File: config.mk
export PLATFORM = sky130hd
export DESIGN_NAME = counter_scheduler
export DESIGN_NICKNAME = d
export VERILOG_FILES = /design/src/rtl/counter_scheduler.sv
export SDC_FILE = /design/constraint.sdc
export NUM_CORES = 1
export LEC_CHECK = 0
export ABC_CLOCK_PERIOD_IN_PS = 1800
export BUFFER_PORTS_ARGS = -buffer_cell sky130_fd_sc_hd__clkbuf_2
export CAP_MARGIN = 0
export CORE_MARGIN = 5
export CORE_UTILIZATION = 40
export CTS_BUF_LIST = sky130_fd_sc_hd__clkbuf_4
export DETAILED_ROUTE_END_ITERATION = 6
export MAX_ROUTING_LAYER = met4
export PLACE_DENSITY = 0.66
export SKIP_CTS_REPAIR_TIMING = 1
export SYNTH_ARGS = -nofsm -noshare
export SYNTH_HDL_FRONTEND = slang
export SYNTH_SLANG_ARGS = --single-unit
File: constraint.sdc
create_clock -name clk -period 1.8 [get_ports clk]
set_clock_uncertainty 0.05 [all_clocks]
set_input_delay 0 -clock clk [delete_from_list [all_inputs] [get_ports clk]]
set_output_delay 0 -clock clk [all_outputs]
set_load 0.01 [all_outputs]
File: src/rtl/counter_scheduler.sv
// counter_scheduler: round-robin time-sharing of a single counter among N requesters.
// Optional stuck-interval watchdog (adds wdog_err) is enabled by defining COUNTER_SCHED_WDOG_EN.
module counter_scheduler #(
  parameter int N = 4,
  parameter int W = 6,
  parameter logic [W-1:0] INIT_VAL = {W{1'b0}}
) (
  input  logic                   clk,
  input  logic                   rst,
  input  logic [N-1:0]           req_valid,
  input  logic [N*W-1:0]         req_count_to,
  output logic [N-1:0]           req_ready,
  output logic [N-1:0]           req_done,
  output logic                   busy,
  output logic [$clog2(N)-1:0]   owner,
  output logic                   ctr_enable,
  output logic                   ctr_srst,
  output logic [W-1:0]           ctr_count_to,
  input  logic                   ctr_done
`ifdef COUNTER_SCHED_WDOG_EN
  ,
  output logic                   wdog_err
`endif
);

  localparam int IW = $clog2(N);

  typedef enum logic [1:0] {
    S_IDLE  = 2'd0,
    S_CLEAR = 2'd1,
    S_RUN   = 2'd2,
    S_DONE  = 2'd3
  } state_t;

  state_t          state_r;
  logic [IW-1:0]   rr_ptr_r;
  logic            pick_found_s;
  logic [IW-1:0]   pick_idx_s;
  logic [W-1:0]    count_arr_s [N];

`ifdef COUNTER_SCHED_WDOG_EN
  localparam logic [W+1:0] WDOG_LAST = (W+2)'((1 << W) + 1);
  logic [W+1:0]    wdog_cnt_r;
`endif

  function automatic logic [N-1:0] onehot(input logic [IW-1:0] idx);
    logic [N-1:0] v;
    v = {N{1'b0}};
    v[idx] = 1'b1;
    return v;
  endfunction

  function automatic logic [IW-1:0] next_ptr(input logic [IW-1:0] cur);
    logic [IW-1:0] nxt;
    if (cur == IW'(N - 1)) begin
      nxt = {IW{1'b0}};
    end else begin
      nxt = cur + IW'(1);
    end
    return nxt;
  endfunction

  // Unpack the flat per-requester terminal counts.
  always_comb begin
    for (int i = 0; i < N; i++) begin
      count_arr_s[i] = req_count_to[i*W +: W];
    end
  end

  // Round-robin pick: first valid requester at or after rr_ptr, wrapping modulo N.
  always_comb begin
    logic [IW:0] sum;
    logic [IW-1:0] idx;
    pick_found_s = 1'b0;
    pick_idx_s   = {IW{1'b0}};
    sum          = {(IW+1){1'b0}};
    idx          = {IW{1'b0}};
    for (int k = 0; k < N; k++) begin
      sum = {1'b0, rr_ptr_r} + (IW+1)'(k);
      if (sum >= (IW+1)'(N)) begin
        sum = sum - (IW+1)'(N);
      end else begin
        sum = sum;
      end
      idx = sum[IW-1:0];
      if (!pick_found_s && req_valid[idx]) begin
        pick_found_s = 1'b1;
        pick_idx_s   = idx;
      end else begin
        pick_found_s = pick_found_s;
      end
    end
  end

  // Grant is offered only in IDLE and never while reset is applied.
  always_comb begin
    req_ready = {N{1'b0}};
    if (rst && (state_r == S_IDLE) && pick_found_s) begin
      req_ready = onehot(pick_idx_s);
    end else begin
      req_ready = {N{1'b0}};
    end
  end

  assign busy = (state_r != S_IDLE);

  // A zero-length interval never enables, independent of when ctr_done settles.
  assign ctr_enable = (state_r == S_RUN) && !ctr_done && (ctr_count_to != INIT_VAL);

  // Scheduler FSM with its registered outputs.
  always_ff @(posedge clk or negedge rst) begin
    if (!rst) begin
      state_r      <= S_IDLE;
      rr_ptr_r     <= {IW{1'b0}};
      owner        <= {IW{1'b0}};
      ctr_count_to <= {W{1'b0}};
      ctr_srst     <= 1'b1;
      req_done     <= {N{1'b0}};
`ifdef COUNTER_SCHED_WDOG_EN
      wdog_cnt_r   <= {(W+2){1'b0}};
      wdog_err     <= 1'b0;
`endif
    end else begin
      req_done <= {N{1'b0}};
      ctr_srst <= 1'b0;
`ifdef COUNTER_SCHED_WDOG_EN
      wdog_err <= 1'b0;
`endif
      case (state_r)
        S_IDLE: begin
          if (pick_found_s) begin
            owner        <= pick_idx_s;
            ctr_count_to <= count_arr_s[pick_idx_s];
            ctr_srst     <= 1'b1;
            state_r      <= S_CLEAR;
          end else begin
            state_r      <= S_IDLE;
          end
        end
        S_CLEAR: begin
`ifdef COUNTER_SCHED_WDOG_EN
          wdog_cnt_r <= {(W+2){1'b0}};
`endif
          state_r <= S_RUN;
        end
        S_RUN: begin
          if (ctr_done) begin
            req_done <= onehot(owner);
            state_r  <= S_DONE;
`ifdef COUNTER_SCHED_WDOG_EN
          end else if (wdog_cnt_r == WDOG_LAST) begin
            wdog_err <= 1'b1;
            state_r  <= S_DONE;
          end else begin
            wdog_cnt_r <= wdog_cnt_r + (W+2)'(1);
            state_r    <= S_RUN;
          end
`else
          end else begin
            state_r  <= S_RUN;
          end
`endif
        end
        S_DONE: begin
          rr_ptr_r <= next_ptr(owner);
          state_r  <= S_IDLE;
        end
        default: begin
          state_r <= S_IDLE;
        end
      endcase
    end
  end

endmodule

==> summary.txt <==
Status
  • Status: finished, violations left
  • Failing checks: hold timing, setup timing

Power and ir drop
  • Pleak: 0.0008303 uW
  • P per Cell Area: 1401 nW/um^2
  • Maximum vdd drop: 887.8 uV

Die
  • Std-Cell Rows: 19
  • Die width: about 63 um
  • Initial core utilization: 0.4077
  • Core box area: approximately 2700 sq um
  • Die area: 3913 sq um
  • Number of top-level pins: 50
  • Die height: 62.56 um

Cells and area
  • Layout cell share with drive strength beyond 1: 0.5506
  • Antenna Cells: 0
  • Nets: 218
  • Area growth syn-to-layout: 51.87%
  • Fillers: 240
  • Finished Layout Cells: 209

Critical path
  • Setup crit start kind: flip-flop
  • Slowest cell delay on critical path: 0.47 ns
  • CP Data Required Time: 1.89 ns
  • Slowest cell on crit path: dfrtp_2
  • Worst r2r src: rr_ptr_r[1]
  • CP Max Fanout: 6
  • Crit path DAT: 1.99 ns
  • Critical-path cell list: mux2i_2 -> or2_4 -> and4_1 -> a2111oi_0 -> a211oi_1
  • WS Path Type: flip-flop to flip-flop
  • CP endpoint kind: flip-flop
  • CP top delay family: compound AO/OA/AOI/OAI gates
  • CP Launch Point: rr_ptr_r[1]
  • Crit path buffers/inverters: 0

Synthesis
  • Post-Synthesis Cell Area: 1105 sq um
  • Compound-Gate Fraction of Synth Area: 0.1665
  • Synth Area in Simple Gates: 0.2333
  • Sequential fraction of the synthesis area: 0.3862
  • Synth unique cells: 38
  • Mean post-synth cell area: 10.33 sq um
  • XOR/XNOR Fraction of Synth Area: 0
  • Syn Inst Count: 107
  • Syn_nets: 146
  • Largest family of logic cells by synthesized area: simple AND/OR/NAND/NOR gates
  • Ys Warns: 0
  • Synthesized flop and latch total: 17
  • Adder-cell share of the synthesized area: 0.09060
  • Mux cell area share after synthesis: 0.07475

Timing
  • Setup violations, final: 6
  • Slew headroom: 0.6553
  • Smallest hold slack: -0.001972 ns
  • Pins Over Slew Limit: 0
  • Part of the cycle the worst path needs: 1.053
  • RSZ-0062 raised after global routing: yes
  • Slew @ Worst Pin: slightly above 0.5 ns
  • Setup ws final: -0.09601 ns
  • Final Hold Fails: 1
  • Clock period minus worst slack: around 1.9 ns
  • Highest clock rate: about 530 MHz

Clock tree
  • Root Buffer: clkbuf_4
  • Clock tree buffer depth: 2
  • CTS Sinks: 17
  • CTS tree: built
  • Inserted Clock Buffers: 3
  • Clock Latency Late Sink: 0.28 ns
  • H-Tree Level Count: 1
  • Worst-path clk slew: 0.10 ns

Global routing
  • Antenna violations before repair: 0
  • Largest net degree at the start of global routing: 18
  • First-pass GRT wire length: 4926 um
  • GR Overflow Total: 0
  • Vias in the first global route: ~1,100
  • GRT Resource Usage Total: 0.1570

Drt
  • Drt first-iter violations: 24
  • Remaining DRCs: 0
  • Routed vias/inst: 5.306
  • Vias: 1,109
  • Drt total wl: about 3200 um
  • Routed Antenna Nets: 0
  • DR pass1 iterations: 4
  • Routed length per instance: 15.34 um

Place
  • Hpwl dp: 2463 um
  • DP Worst Slack: -0.1294 ns
  • PortBufs: 49
  • Dpl cells: ~200
  • RePlAce Congestion: about 0.96

Flow run
  • Number of max-cap violations: 0

Hold path
  • HP Start: req_count_to[14]
  • Hold Crit Class: input port to flip-flop
layout make-up:
type / instances / area (sq um) / area share
Multi-Input combinational cell: 81 / 737.0 / 0.4392
Sequential cell: 17 / 429.2 / 0.2558
Timing Repair Buffer: 69 / 419.2 / 0.2498
Tap cell: 31 / 38.79 / 0.02312
Inverter: 7 / 26.28 / 0.01566
Clock buffer: 3 / 22.52 / 0.01342
Clock inverter: 1 / 5.005 / 0.002983
final timing paths:
check                                        to  slack, ns  depth (start not counted)
worst max-delay path            ctr_count_to[2]       -0.1                          5
worst min register to register  ctr_count_to[5]       0.53                          2
min in group asynchronous            state_r[1]       0.16                          3
worst min-delay path            ctr_count_to[2]     -0.002                          3
max in group asynchronous              ctr_srst       1.28                          3
worst max register to register  ctr_count_to[2]       -0.1                          5
stage by stage:
step / area, sq um / utilization / setup TNS [ns] / total power [uW]
6_report: 1678 / 0.6191 / -0.1710 / 2350
5_1_grt: 1678 / 0.6191 / -0.7595 / 2549
4_1_cts: 1464 / 0.5402 / -0.8320 / 2056
3_5_place_dp: 1436 / 0.5300 / -0.1513 / 1856
3_3_place_gp: 1436 / 0.5300 / -0.1054 / 1835
2_1_floorplan: 1105 / - / 0 / 1428
synth_stat cells (all sizes together):
| master | instances | area, sq um |
|---|---|---|
| dfrtp | 16 | 400.4 |
| nor2 | 10 | 42.54 |
| ha | 8 | 100.1 |
| inv | 6 | 22.52 |
| mux2i | 6 | 60.06 |
| nor3 | 6 | 30.03 |
| a2111oi | 5 | 51.30 |
| a211oi | 5 | 37.54 |
| a21oi | 5 | 25.02 |
| and4 | 5 | 43.79 |
| and3 | 4 | 25.02 |
| nand2b | 4 | 25.02 |
| nand2 | 3 | 11.26 |
| or2 | 3 | 21.28 |
| a21o | 2 | 16.27 |
| buf | 2 | 27.53 |
| mux2 | 2 | 22.52 |
| nor3b | 2 | 15.01 |
| a311oi | 1 | 15.01 |
| clkinv | 1 | 3.750 |
| dfstp | 1 | 26.28 |
| nand3 | 1 | 17.52 |
| nor2b | 1 | 6.260 |
| nor4 | 1 | 6.260 |
| o21a | 1 | 7.510 |
| o21ai | 1 | 5.000 |
| o31a | 1 | 8.760 |
| o32ai | 1 | 8.760 |
| o41ai | 1 | 8.760 |
| or3 | 1 | 6.260 |
| or4 | 1 | 7.510 |
routing by layer:
layer  part of all wire  routed length (um)  vias up  track usage
met5                  0                   0        -            -
met4              0.015                  47        0      0.06897
met3              0.050                 159        6      0.01799
met2               0.49                1572       43       0.2435
met1               0.44                1427      522       0.2056
li1                   -                   -      538            -
worst min-delay path: cells and delay by family:
family,cells,cell delay [ns]
compound gates,1,0.09
buf+inv,1,0.08
mux,1,0.13
flip-flops by register name, summed over array words and instances (netlist names):
signal        count
req_done          4
ctr_srst          1
ctr_count_to      6
state_r           2
owner             2
rr_ptr_r          2
layout by cell type, fill, tap and decap left out, types with 2 or more instances in the layout:
cell            n
mux2i_2         2
ha_1            7
a211oi_1        3
a211oi_2        2
a21oi_1         4
nor3_2          4
buf_2           3
inv_1           6
mux2i_1         4
or2_4           2
nand2b_1        2
clkbuf_2       46
mux2_2          2
a2111oi_2       2
nor3_1          2
dfrtp_1        14
nor2_1          8
dfrtp_2         2
buf_6           3
nand2b_4        2
dlygate4sd3_1   5
nor3b_1         2
and4_1          5
clkbuf_4        3
nand2_1         2
buf_4          12
and3_1          4
power by group:
part           total, uW  switching, uW  leakage (uW)  internal (uW)
clock                199            117     0.0000177           82.4
combinational       1450            744      0.000610            701
sequential           706            151      0.000202            555
total               2350           1010      0.000830           1340
logic make-up after synthesis:
kind of cell | count (synthesis)
buf+inv | 9
mux | 8
simple gates | 42
compound gates | 23
fa+ha+maj | 8
flops | 17
Power figures use the tool's default switching activity.
